===== src/rtl/sprite_pkg.sv =====
// Shared screen geometry, per-slot state record and position clamp for the sprite engine.
package sprite_pkg;

    localparam int SCREEN_W  = 640;
    localparam int SCREEN_H  = 480;
    localparam int MAX_VEL_W = 8;

    typedef struct packed {
        logic [9:0]                  x;
        logic [9:0]                  y;
        logic signed [MAX_VEL_W-1:0] vx;
        logic signed [MAX_VEL_W-1:0] vy;
        logic                        active;
    } sprite_state_t;

    function automatic logic [9:0] clamp_pos(input logic [9:0] pos, input logic [9:0] max_pos);
        return (pos > max_pos) ? max_pos : pos;
    endfunction

endpackage


===== src/rtl/sprite_slot.sv =====
// One sprite slot: state register, per-frame motion with wall bounce, shot hit test and pixel cover test.
module sprite_slot
    import sprite_pkg::*;
#(
    parameter int  SPR_W = 64,
    parameter int  SPR_H = 64,
    parameter int  VEL_W = 4,
    localparam int COL_W = $clog2(SPR_W),
    localparam int ROW_W = $clog2(SPR_H)
) (
    input  logic             clk_i,
    input  logic             reset_i,
    input  logic             tick_i,
    input  logic             spawn_we_i,
    input  logic [9:0]       spawn_x_i,
    input  logic [9:0]       spawn_y_i,
    input  logic [VEL_W-1:0] spawn_vx_i,
    input  logic [VEL_W-1:0] spawn_vy_i,
    input  logic             kill_i,
    input  logic [9:0]       shot_x_i,
    input  logic [9:0]       shot_y_i,
    input  logic [9:0]       draw_x_i,
    input  logic [9:0]       draw_y_i,
    output logic             active_o,
    output logic             shot_hit_o,
    output logic             covers_o,
    output logic [ROW_W-1:0] row_o,
    output logic [COL_W-1:0] col_o
);

    localparam logic [9:0] X_MAX   = 10'(SCREEN_W - SPR_W);
    localparam logic [9:0] Y_MAX   = 10'(SCREEN_H - SPR_H);
    localparam int         VEL_MAX = 2 ** (VEL_W - 1) - 1;
    localparam int         VEL_MIN = -(2 ** (VEL_W - 1));

    sprite_state_t state_q, state_d;

    // The most negative velocity has no positive twin, so it saturates on reflection.
    function automatic logic signed [MAX_VEL_W-1:0] neg_vel(input logic signed [MAX_VEL_W-1:0] v);
        if (int'(v) == VEL_MIN) return MAX_VEL_W'(VEL_MAX);
        return -v;
    endfunction

    function automatic void step_axis(
        input  logic [9:0]                  pos,
        input  logic signed [MAX_VEL_W-1:0] vel,
        input  logic [9:0]                  lim,
        output logic [9:0]                  pos_n,
        output logic signed [MAX_VEL_W-1:0] vel_n
    );
        logic signed [11:0] np;
        np    = $signed({2'b00, pos}) + 12'(vel);
        pos_n = pos;
        vel_n = vel;
        if (np < 0) begin
            pos_n = '0;
            vel_n = neg_vel(vel);
        end else if (np > $signed({2'b00, lim})) begin
            pos_n = lim;
            vel_n = neg_vel(vel);
        end else begin
            pos_n = np[9:0];
        end
    endfunction

    function automatic logic in_box(
        input logic [9:0] px,
        input logic [9:0] py,
        input logic [9:0] bx,
        input logic [9:0] by
    );
        return (px >= bx) && ({1'b0, px} < ({1'b0, bx} + 11'(SPR_W))) &&
               (py >= by) && ({1'b0, py} < ({1'b0, by} + 11'(SPR_H)));
    endfunction

    always_comb begin
        // NOTE: start from the held value so every branch assigns state_d and no latch is inferred.
        state_d = state_q;
        if (kill_i) begin
            state_d.active = 1'b0;
        end else if (spawn_we_i) begin
            state_d.x      = clamp_pos(spawn_x_i, X_MAX);
            state_d.y      = clamp_pos(spawn_y_i, Y_MAX);
            state_d.vx     = MAX_VEL_W'($signed(spawn_vx_i));
            state_d.vy     = MAX_VEL_W'($signed(spawn_vy_i));
            state_d.active = 1'b1;
        end else if (tick_i && state_q.active) begin
            step_axis(state_q.x, state_q.vx, X_MAX, state_d.x, state_d.vx);
            step_axis(state_q.y, state_q.vy, Y_MAX, state_d.y, state_d.vy);
        end
    end

    // NOTE: sequential state uses non-blocking assignment; the synchronous reset clears the whole record.
    always_ff @(posedge clk_i) begin
        if (reset_i) state_q <= '0;
        else         state_q <= state_d;
    end

    assign active_o   = state_q.active;
    assign shot_hit_o = state_q.active && in_box(shot_x_i, shot_y_i, state_q.x, state_q.y);
    assign covers_o   = state_q.active && in_box(draw_x_i, draw_y_i, state_q.x, state_q.y);
    assign row_o      = ROW_W'(draw_y_i - state_q.y);
    assign col_o      = COL_W'(draw_x_i - state_q.x);

endmodule


===== src/rtl/sprite_engine.sv =====
// Multi-sprite motion and pixel-hit engine: frame tick detect, slot arbitration for spawn/shot/pixel,
// ROM address compute and live-slot count.
module sprite_engine
    import sprite_pkg::*;
#(
    parameter int  NUM_SPRITES = 4,
    parameter int  SPR_W       = 64,
    parameter int  SPR_H       = 64,
    parameter int  VEL_W       = 4,
    parameter int  ADDR_W      = 19,
    localparam int ID_W        = (NUM_SPRITES > 1) ? $clog2(NUM_SPRITES) : 1,
    localparam int CNT_W       = $clog2(NUM_SPRITES + 1)
) (
    input  logic              Clk,
    input  logic              Reset,
    input  logic              frame_clk,
    input  logic [9:0]        DrawX,
    input  logic [9:0]        DrawY,
    input  logic              spawn_valid,
    output logic              spawn_ready,
    input  logic [9:0]        spawn_x,
    input  logic [9:0]        spawn_y,
    input  logic [VEL_W-1:0]  spawn_vx,
    input  logic [VEL_W-1:0]  spawn_vy,
    input  logic              shot_valid,
    input  logic [9:0]        shot_x,
    input  logic [9:0]        shot_y,
    output logic              hit_valid,
    output logic [ID_W-1:0]   hit_id,
    output logic              is_sprite,
    output logic [ID_W-1:0]   sprite_id,
    output logic [ADDR_W-1:0] sprite_addr,
    output logic [CNT_W-1:0]  active_count
);

    localparam int COL_W = $clog2(SPR_W);
    localparam int ROW_W = $clog2(SPR_H);

    logic fs_q, prev_q, tick_q;

    // frame_clk is sampled as data; the registered edge moves sprites two Clk after it is first seen.
    always_ff @(posedge Clk) begin
        if (Reset) begin
            fs_q   <= 1'b0;
            prev_q <= 1'b0;
            tick_q <= 1'b0;
        end else begin
            fs_q   <= frame_clk;
            prev_q <= fs_q;
            tick_q <= fs_q & ~prev_q;
        end
    end

    logic [NUM_SPRITES-1:0] active, shot_hit, covers, spawn_we, kill, active_next;
    logic [ROW_W-1:0]       row [NUM_SPRITES];
    logic [COL_W-1:0]       col [NUM_SPRITES];

    for (genvar g = 0; g < NUM_SPRITES; g++) begin : g_slot
        sprite_slot #(
            .SPR_W(SPR_W),
            .SPR_H(SPR_H),
            .VEL_W(VEL_W)
        ) u_slot (
            .clk_i     (Clk),
            .reset_i   (Reset),
            .tick_i    (tick_q),
            .spawn_we_i(spawn_we[g]),
            .spawn_x_i (spawn_x),
            .spawn_y_i (spawn_y),
            .spawn_vx_i(spawn_vx),
            .spawn_vy_i(spawn_vy),
            .kill_i    (kill[g]),
            .shot_x_i  (shot_x),
            .shot_y_i  (shot_y),
            .draw_x_i  (DrawX),
            .draw_y_i  (DrawY),
            .active_o  (active[g]),
            .shot_hit_o(shot_hit[g]),
            .covers_o  (covers[g]),
            .row_o     (row[g]),
            .col_o     (col[g])
        );
    end

    logic              free_found, hit_found, cov_found, spawn_accept, shot_kill;
    logic [ID_W-1:0]   free_idx, hit_idx, cov_idx;
    logic [ROW_W-1:0]  row_sel;
    logic [COL_W-1:0]  col_sel;
    logic [ADDR_W-1:0] sprite_addr_d;
    logic [CNT_W-1:0]  active_count_d;

    // Descending scans leave the lowest matching index in each encoder.
    always_comb begin
        free_found = 1'b0;
        free_idx   = '0;
        hit_found  = 1'b0;
        hit_idx    = '0;
        cov_found  = 1'b0;
        cov_idx    = '0;
        row_sel    = '0;
        col_sel    = '0;
        for (int i = NUM_SPRITES - 1; i >= 0; i--) begin
            if (!active[i]) begin
                free_found = 1'b1;
                free_idx   = ID_W'(i);
            end
            if (shot_hit[i]) begin
                hit_found = 1'b1;
                hit_idx   = ID_W'(i);
            end
            if (covers[i]) begin
                cov_found = 1'b1;
                cov_idx   = ID_W'(i);
                row_sel   = row[i];
                col_sel   = col[i];
            end
        end
    end

    assign spawn_ready  = !Reset && free_found;
    assign spawn_accept = spawn_valid && spawn_ready;
    assign shot_kill    = shot_valid && hit_found;

    always_comb begin
        spawn_we       = '0;
        kill           = '0;
        active_next    = '0;
        active_count_d = '0;
        for (int i = 0; i < NUM_SPRITES; i++) begin
            spawn_we[i]    = spawn_accept && (free_idx == ID_W'(i));
            kill[i]        = shot_kill && (hit_idx == ID_W'(i));
            active_next[i] = (active[i] && !kill[i]) || spawn_we[i];
            active_count_d = active_count_d + CNT_W'(active_next[i]);
        end
    end

    assign sprite_addr_d = ADDR_W'(int'(cov_idx) * SPR_W * SPR_H + int'(row_sel) * SPR_W + int'(col_sel));

    always_ff @(posedge Clk) begin
        if (Reset) begin
            hit_valid    <= 1'b0;
            hit_id       <= '0;
            is_sprite    <= 1'b0;
            sprite_id    <= '0;
            sprite_addr  <= '0;
            active_count <= '0;
        end else begin
            hit_valid    <= shot_kill;
            hit_id       <= shot_kill ? hit_idx : '0;
            is_sprite    <= cov_found;
            sprite_id    <= cov_idx;
            sprite_addr  <= sprite_addr_d;
            active_count <= active_count_d;
        end
    end

endmodule


===== config.mk =====
export PLATFORM = sky130hd
export DESIGN_NAME = sprite_engine
export DESIGN_NICKNAME = d
export VERILOG_FILES = /design/src/rtl/sprite_pkg.sv /design/src/rtl/sprite_slot.sv /design/src/rtl/sprite_engine.sv
export SDC_FILE = /design/constraint.sdc
export NUM_CORES = 1
export LEC_CHECK = 0
export CAP_MARGIN = 20
export CORE_ASPECT_RATIO = 2
export CORE_MARGIN = 1
export CORE_UTILIZATION = 45
export CTS_BUF_LIST = sky130_fd_sc_hd__clkbuf_4
export DETAILED_ROUTE_END_ITERATION = 10
export PLACE_DENSITY = 0.65
export SYNTH_ARGS = -nofsm -noshare
export SYNTH_HDL_FRONTEND = slang
export SYNTH_SLANG_ARGS = --single-unit

===== constraint.sdc =====
create_clock -name Clk -period 12 [get_ports Clk]
set_input_delay 2.4 -clock Clk [delete_from_list [all_inputs] [get_ports Clk]]
set_output_delay 2.4 -clock Clk [all_outputs]
set_load 0.02 [all_outputs]

; Yosys cells after proc, flatten, opt, wreduce, memory -nomap -nowiden
; Index checks and enable logic that the tools add are counted.
[totals]
reg_bits = 179
latch_bits = 0
ram_bits = 0
mem_bits_ro = 0
elab_cells = 406
memories = 0
[classes]
n_addsub = 37
mul = 0
n_div = 0
n_lt_le_gt_ge = 50
n_eq_ne = 14
shift = 0
muxes = 178
bitwise = 7
reduce_logical = 91
[ops]
columns = cell, count
row1 = two-way mux 8 bit, 40
row2 = two-way mux 36 bit, 8
row3 = two-way mux 10 bit, 18
row4 = < comparator 10 x 11 -> 1 bit, 16
row5 = greater-or-equal comparator 10 bit, 16
row6 = adder 11 x 8 -> 12 bit, 8
row7 = "< comparator 12 x 1 -> 1 bit, second input constant", 8
row8 = two-way mux 1 bit, 92
row9 = "adder 10 x 7 -> 11 bit, second input constant", 8
row10 = "equality test 8 x 4 -> 1 bit, second input constant", 8
row11 = negation 8 bit, 8
row12 = logical AND 1 bit, 51
row13 = "greater-than comparator 12 x 10 -> 1 bit, second input constant", 4
row14 = "greater-than comparator 12 x 11 -> 1 bit, second input constant", 4
row15 = two-way mux 6 bit, 8
row16 = subtractor 6 bit, 8
row17 = two-way mux 2 bit, 12
row18 = AND reduction 3 bit, 8
row19 = nonzero test 3 bit, 8
row20 = adder 15 x 6 -> 16 bit, 1
row21 = adder 14 x 12 -> 15 bit, 1
row22 = "greater-than comparator 10 bit, second input constant", 1
row23 = "greater-than comparator 10 x 9 -> 1 bit, second input constant", 1
row24 = OR reduction 2 bit, 5
row25 = other kinds (12), 35

; Logic depth before layout (Yosys ltp)
; Gate-level depths: netlist of the first run.
[depth]
ltp_word = 18
ltp_mapped = 16

; Modules after synthesis
; From an unflattened synthesis of the first run, not the netlist that was laid out.
[unflattened]
cells_unflattened = 2540
hier_area_um2 = 20457.1
[modules_own_cells]
columns = mod, n_inst, cells_per_inst, area_each_um2, seq_area_each_um2
row1 = sprite_slot at g_slot[2].u_slot, 1, 605, 4829.6, 740.7
row2 = sprite_slot at g_slot[3].u_slot, 1, 599, 4809.6, 740.7
row3 = sprite_slot at g_slot[0].u_slot, 1, 606, 4744.6, 740.7
row4 = sprite_slot at g_slot[1].u_slot, 1, 597, 4734.5, 740.7
row5 = sprite_engine, 1, 133, 1338.8, 480.5

; Least setup slack after synthesis of the first run
; No wires, ideal clock.
[synth_path]
path_kind = input to register
startpoint = input port shot_x[8]
endpoint = register active_count[1]
setup_ns = 0.129
t_arrival_ns = 5.489
setup_slack_ns = 6.382
cell_stages = 12
path_cell_list = ha_1 a21o_1 a211o_1 o311a_1 or4b_1 buf_2 o211ai_2 o22a_1 fa_1 ha_1 ha_1 nor2b_1
[synth_between]
elab_chain_len = 17
elab_cells_between_ends = 56
classes_between = 3 x add/sub / 8 x order compare / 3 x eq/ne / 8 x mux / 34 x reduce/logical
[synth_lines]
columns = element, line
row1 = from (decl), sprite_engine.sv:26  ; input logic [9:0] shot_x,
row2 = < comparator 10 x 11 -> 1 bit or greater-or-equal comparator 10 bit (tied branches), sprite_slot.sv:72  ; return (px >= bx) && ({1'b0, px} < ({1'b0, bx} + 11'(SPR_W))) &&
row3 = logical AND 1 bit (2 in series), sprite_slot.sv:72
row4 = logical AND 1 bit, sprite_slot.sv:73  ; (py >= by) && ({1'b0, py} < ({1'b0, by} + 11'(SPR_H)));
row5 = logical AND 1 bit, sprite_slot.sv:100  ; assign shot_hit_o = state_q.active && in_box(shot_x_i, shot_y_i, state_q.x, state_q.y);
row6 = two-way mux 2 bit or two-way mux 1 bit (tied branches) (4 in series), sprite_engine.sv:107  ; if (shot_hit[i]) begin
row7 = "equality test 2 x 1 -> 1 bit, or another cell as far along", sprite_engine.sv:131  ; kill[i] = shot_kill && (hit_idx == ID_W'(i));
row8 = logical AND 1 bit, sprite_engine.sv:131
row9 = logical NOT 1 bit, sprite_engine.sv:132  ; active_next[i] = (active[i] && !kill[i]) || spawn_we[i];
row10 = logical AND 1 bit, sprite_engine.sv:132
row11 = logical OR 1 bit, sprite_engine.sv:132
row12 = adder 1 x 1 -> 2 bit, sprite_engine.sv:133  ; active_count_d = active_count_d + CNT_W'(active_next[i]);
row13 = adder 2 x 1 -> 3 bit, sprite_engine.sv:133
row14 = adder 3 x 1 -> 3 bit (*), sprite_engine.sv:133
row15 = named net active_count_d[1], sprite_engine.sv:90  ; logic [CNT_W-1:0] active_count_d;
row16 = to (signal assigned), sprite_engine.sv:153  ; active_count <= active_count_d;
row17 = to (decl), sprite_engine.sv:33  ; output logic [CNT_W-1:0] active_count
; Mark *: on every way through the listed nets, which the timed path passes. The rest lies on a longest branch.
; A chain may end at the register's enable or synchronous reset.

; Worst setup path in the final report of the first run
[layout_path]
startpoint = input port shot_y[8]
endpoint = register active_count[1]
[layout_between]
elab_chain_len = 16
elab_cells_between_ends = 52
classes_between = 3 x add/sub / 8 x order compare / 3 x eq/ne / 8 x mux / 30 x reduce/logical
[layout_lines]
columns = element, line
row1 = from (decl), sprite_engine.sv:27  ; input logic [9:0] shot_y,
row2 = greater-or-equal comparator 10 bit, sprite_slot.sv:73
row3 = logical AND 1 bit, sprite_slot.sv:72
row4 = logical AND 1 bit, sprite_slot.sv:73
row5 = logical AND 1 bit, sprite_slot.sv:100
row6 = two-way mux 2 bit or two-way mux 1 bit (tied branches) (4 in series), sprite_engine.sv:107
row7 = "equality test 2 x 1 -> 1 bit, or another cell as far along", sprite_engine.sv:131
row8 = logical AND 1 bit, sprite_engine.sv:131
row9 = logical NOT 1 bit, sprite_engine.sv:132
row10 = logical AND 1 bit, sprite_engine.sv:132
row11 = logical OR 1 bit, sprite_engine.sv:132
row12 = adder 1 x 1 -> 2 bit, sprite_engine.sv:133
row13 = adder 2 x 1 -> 3 bit, sprite_engine.sv:133
row14 = adder 3 x 1 -> 3 bit (*), sprite_engine.sv:133
row15 = named net active_count_d[1], sprite_engine.sv:90
; Marks and branches as above.

==> out/qor.csv, run 1 <==
metric,value,unit
Fin. Hold Viols,0,
CP max stage cell,clkdlybuf4s50_1,
M1 wire length,27000,um
min Tclk post-route,6.24,ns
Crit path top cell by count,ha_1,
Min-Delay Path Class,reg -> reg,
largest net degree at the start of global routing,99,
Routed Antenna Nets,0,
Slew headroom,35.1,%
crit path launch type,input pin,
CP Data Required Time,12.59,ns
area of the core,44200,um^2
met2 WL,41100,um
hold_buf cts,0,
Place WS,5.10,ns
Final Setup Violations,0,
TritonCTS Sinks,172,
"commonest non-fill, non-tap cells in the layout","322 x ha_1, 174 x a21oi_1, 173 x inv_1",
Max Buffers Root-to-Sink,2,
"Reg clk slew, reported paths",0.16,ns
Max stage delay on crit path,0.87,ns
Worst Path Max Fanout,8,
syn avg cell area,7.92,um^2
Post-Synthesis Cells,2540,
Max Transition Viols Final,0,
Final Skew,0.0422,ns
grt ovf,0,
cell area power density,64.9,nW/um^2
VDD IR-drop max,0.0435,mV
"Core Util, Final",49.4,%
"EDFF count, synth",0,
first-pass GRT wire length,124000,um
DR WL/cell,26.6,um
"commonest non-fill, non-tap cell in the layout",ha_1,
hpwl dp,65300,um
kind of critical path,in -> reg,
Area Overhead vs Synth,8.44,%
Tightest Pin Transition,0.961,ns
Cell Rows,109,
FMAX,160,MHz
# port buffers,96,
router iterations before antenna repair,5,
Initial Util,45.5,%
multi-input logic area,15600,um^2
io pins,102,
crit share post-route,52.0,%
fill count,4439,
PostCTS Resize Cnt,0,
RSZ-0062 raised after global routing,no,
CTS Buf Count,17,
DRC errors left,0,
Routed Wire Length,83700,um
Post-synth ARST share,0,%
"critical path, cell by cell","clkdlybuf4s50_1, ha_1, a21o_1, a21o_1, a221oi_1, o21ai_0, nand4b_1, nand2_1, o22a_1, fa_1, ha_1, ha_1, nor2b_1",
sequential area share after synthesis,17.1,%
All-Layer GR Usage,37.1,%
post-CTS setup buffer count,0,
Avg Vias per Cell,6.77,
YS warnings,0,
status,"complete, no violations",
TritonCTS clock tree,built,
H-tree levels,4,
top_reg_cell synth,dfxtp_1,
Vias,21325,
Worst Path Arrival,6.84,ns
Highest Signal Layer,met5,
Die Ht,301,um
clock root buffer,clkbuf_4,
Critical Path End Type,flip-flop,
clk_lat worst skew,0.74,ns
met3 wire length,5250,um
Die ar.,45600,um^2
initial antenna violation count,5,
Pleak,0.00884,uW
final worst slack,5.76,ns
Synth Register Bits,172,
post-synth cell types,103,
overall die width,152,um
proportion of layout cells with a drive suffix above 1,4.63,%
vias in the first global route,21116,
Max Cap Viol,0,
Setup TNS,0,ns
register area,3440,um^2
initial DRC count,1453,
mapped cell area,20100,um^2
nets@finish,2992,
gpl congestion,1.06,
-- kinds of logic after synthesis --
| family | share of synthesized area (%) |
|---|---|
| other cells | 0.0186 |
| compound gates | 32.0 |
| buf+inv | 5.50 |
| mux | 0.759 |
| simple gates | 18.6 |
| xor+xnor | 4.28 |
| fa+ha+maj | 21.8 |
| flops | 17.1 |
-- worst paths after layout --
check,from,end,slack [ns],cells after the start
setup reg to reg,g_slot[0].u_slot.state_q[33],g_slot[0].u_slot.state_q[3],7.19,11
setup / recovery,shot_y[8],active_count[1],5.76,13
hold reg to reg,prev_q,tick_q,0.40,1
hold / removal,prev_q,tick_q,0.40,1
-- metrics by stage --
stage	power [uW]	area, um^2	instances	hold WS [ns]
final	1420	21800	3152	0.398
after global routing	1480	21800	3150	0.413
after CTS	1410	21800	3147	0.400
after detailed placement	1040	21500	3115	0.380
after global placement	1030	21500	3115	0.376
after floorplan	875	20100	2544	0.367
-- cell usage after synthesis (all sizes together) (39+ instances only) --
cell,count,share of area [%]
ha,322,20
a21oi,179,4.5
inv,173,3.2
dfxtp,172,17
nor2,165,3.1
o21ai,158,4.0
nand2,156,2.9
nor3,84,2.1
a211oi,69,2.7
clkbuf,67,1.2
nand3,66,1.6
xnor2,57,2.5
a21o,53,2.0
o21a,53,2.0
nor2b,47,1.5
a221oi,44,2.1
a31oi,43,1.3
nand2b,39,1.2
-- worst max-delay path, delay by kind of cell --
kind | cells | cell delay [ns]
compound gates | 5 | 1.01
fa+ha+maj | 4 | 1.27
buf+inv | 1 | 0.87
simple gates | 3 | 1.26
-- sequential cells by signal, indices dropped and copies added (netlist names) --
register and flops:
active_count 3, hit_valid 1, g_slot.u_slot.active_o 4, is_sprite 1, fs_q 1, g_slot.u_slot.state_q 144, sprite_id 1, prev_q 1
sprite_addr 13, tick_q 1, hit_id 2
-- where the power goes --
part	leakage (uW)	switching, uW	total (uW)	internal, uW
clock network	0.000147	279	375	96.3
registers	0.00139	19.9	604	584
logic	0.00730	271	436	165
total	0.00884	569	1420	846
-- per-layer routing --
metal | up-vias | track usage, %
li1 | 9756 | -
met1 | 10126 | 34.4
met2 | 961 | 64.2
met3 | 480 | 7.41
met4 | 2 | 39.1
met5 | - | 0.111
-- cell type report --
cell class	instances	share of cell area, %
Antenna cell	4	0.0459
Clock buffer	18	0.619
Clock inverter	14	0.665
Inverter	174	2.99
Multi-Input combinational cell	2098	71.5
Sequential cell	172	15.8
Tap cell	555	3.18
Timing Repair Buffer	117	5.20
No activity file was read; power rests on OpenSTA's default activity.
==> run 2, diff against run 1 <==
--- a/config.mk
+++ b/config.mk
@@ -11,7 +11,7 @@
 export CORE_UTILIZATION = 45
 export CTS_BUF_LIST = sky130_fd_sc_hd__clkbuf_4
 export DETAILED_ROUTE_END_ITERATION = 10
-export PLACE_DENSITY = 0.65
+export PLACE_DENSITY = 0.67
 export SYNTH_ARGS = -nofsm -noshare
 export SYNTH_HDL_FRONTEND = slang
 export SYNTH_SLANG_ARGS = --single-unit
==> constraint.sdc (replaced) <==
create_clock -name Clk -period 5.2 [get_ports Clk]
set_input_delay 1.04 -clock Clk [delete_from_list [all_inputs] [get_ports Clk]]
set_output_delay 1.04 -clock Clk [all_outputs]
set_load 0.02 [all_outputs]
==> out/qor.csv, run 2 (same netlist as run 1, synthesis figures left out) <==
metric,value,unit,change
status,"complete, no violations",,
FF-to-FF Start,g_slot[0].u_slot.state_q[33],,
nets@finish,3047,,+1.8%
Fin. Hold Viols,0,,unchanged
# port buffers,96,,unchanged
io pins,102,,unchanged
Crit path top cell by count,ha_1,,
crit share post-route,89.5,%,
capturing point of the worst reg2reg path,active_count[1],,
hold_buf cts,0,,unchanged
VDD IR-drop max,0.127,mV,+190%
PostCTS Resize Cnt,0,,unchanged
Tightest Pin Transition,1.09,ns,+0.125 ns
fin area,22200,um^2,+2.0%
Routed Wire Length,79500,um,-5.0%
Highest Signal Layer,met4,,
reg2reg path depth,13,,+2
Max Cap Viol,0,,unchanged
crit path launch type,flip-flop,,
Area Overhead vs Synth,10.6,%,
Critical Path End Type,flip-flop,,
Final Skew,0.0379,ns,-0.00432 ns
H-tree levels,4,,unchanged
first-pass GRT wire length,119000,um,-4.2%
Max stage delay on crit path,0.76,ns,-0.11 ns
grt ovf,0,,unchanged
Slew headroom,26.6,%,-8.5 points
FMAX,215,MHz,
Avg Vias per Cell,6.63,,-1.9%
"commonest non-fill, non-tap cell in the layout",ha_1,,
Cell Rows,109,,unchanged
clk_lat worst skew,0.72,ns,-0.02 ns
CP Data Required Time,5.82,ns,-6.77 ns
Worst Path Arrival,5.27,ns,-1.57 ns
overall die width,152,um,unchanged
clock root buffer,clkbuf_4,,
Die ar.,45600,um^2,unchanged
Initial Util,45.5,%,unchanged
Max Transition Viols Final,0,,unchanged
max FFs per register,144,,unchanged
Max Buffers Root-to-Sink,2,,unchanged
Pleak,0.00911,uW,+3.1%
Placed Area,21900,um^2,+2.0%
"critical path, cell by cell","ha_1, xnor2_1, ha_1, a21o_1, a211o_1, o311a_1, or4b_1, o21ai_0, nand2_1, fa_1, ha_1, ha_1, nor2b_1",,
M1 wire length,26100,um,-3.4%
"Reg clk slew, reported paths",0.19,ns,+0.03 ns
cell area power density,149,nW/um^2,+130%
Die Ht,301,um,unchanged
min Tclk post-route,4.66,ns,
Place WS,0.194,ns,-4.90 ns
hold path endpoint,tick_q,,
final worst slack,0.545,ns,-5.21 ns
"commonest non-fill, non-tap cells in the layout","322 x ha_1, 174 x a21oi_1, 173 x inv_1",,
area of the core,44200,um^2,unchanged
DR WL/cell,24.8,um,-6.6%
reg2reg setup slack,0.54,ns,-6.65 ns
Worst Hold Launch,prev_q,,
router iterations before antenna repair,7,,+2
Vias,21275,,-0.23%
TritonCTS Sinks,172,,unchanged
Routed Antenna Nets,0,,unchanged
"Core Util, Final",50.4,%,+0.97 points
initial antenna violation count,4,,-1
Setup TNS,0,ns,unchanged
hold-critical path depth,1,,unchanged
kind of critical path,reg -> reg,,
met2 WL,39800,um,-3.1%
Min-Delay Path Class,reg -> reg,,
hpwl dp,63800,um,-2.2%
met3 wire length,4310,um,-18%
TritonCTS clock tree,built,,
fill count,4358,,-1.8%
proportion of layout cells with a drive suffix above 1,6.61,%,+2.0 points
initial DRC count,1291,,-11%
CTS Buf Count,17,,unchanged
CP max stage cell,or4b_1,,
largest net degree at the start of global routing,68,,-31%
All-Layer GR Usage,35.1,%,-2.0 points
Biggest register,g_slot.u_slot.state_q,,
vias in the first global route,21183,,+0.32%
gpl congestion,1.02,,-4.2%
Final Setup Violations,0,,unchanged
hold_ws,0.407,ns,+0.00851 ns
post-CTS setup buffer count,0,,unchanged
RSZ-0062 raised after global routing,no,,
DRC errors left,0,,unchanged
Worst Path Max Fanout,7,,-1
run 2: cell count changes in the layout (fill, tap and decap cells not counted):
cell / before / now
clkinv_2: 0 / 1
bufinv_16: 0 / 1
clkbuf_8: 1 / 0
inv_6: 4 / 5
clkbuf_4: 18 / 17
clkinvlp_4: 2 / 1
clkinv_8: 2 / 3
buf_4: 20 / 76
inv_8: 4 / 2
run 2: layout make-up:
class	count	area, um^2	area share [%]
Antenna cell	4	10.0	0.0450
Clock buffer	17	128	0.574
Clock inverter	15	175	0.787
Inverter	174	653	2.94
Multi-Input combinational cell	2098	15600	70.1
Sequential cell	172	3440	15.5
Tap cell	555	694	3.12
Timing Repair Buffer	172	1540	6.93
run 2: critical path: cells and delay by family, from the launching register on:
kind                       cells  cell delay, ns
xor gates and xnor gates       1            0.31
DFF                            1            0.48
adders and majority gates      5            1.61
and+or+nand+nor                3            0.99
AOI/OAI and AO/OA              4            1.16
run 2: per-stage QoR:
| stage | cells | power [uW] |
|---|---|---|
| final | 3207 | 3310 |
| after global routing | 3206 | 3460 |
| after CTS | 3203 | 3300 |
| after detailed placement | 3171 | 2420 |
| after global placement | 3171 | 2400 |
| after floorplan | 2544 | 2020 |
run 2: worst max path at each step:
stage	start	end	slack, ns	cells after the start
after floorplan	shot_x[8]	active_count[1]	0.94	12
after global placement	shot_x[8]	active_count[1]	0.14	12
after detailed placement	shot_y[6]	active_count[1]	0.19	13
after CTS	g_slot[0].u_slot.state_q[33]	active_count[1]	0.62	13
after global routing	g_slot[0].u_slot.state_q[33]	active_count[1]	0.38	13
final	g_slot[0].u_slot.state_q[33]	active_count[1]	0.54	13
run 2: power by group:
group	switching [uW]	internal, uW
combinational	628	403
clock	622	263
sequential	47.2	1350
run 2: metal layers:
layer	global-route usage, %	vias up
met3	6.14	410
met5	0	-
met2	62.3	872
met1	32.0	10115
li1	-	9878
met4	36.2	0
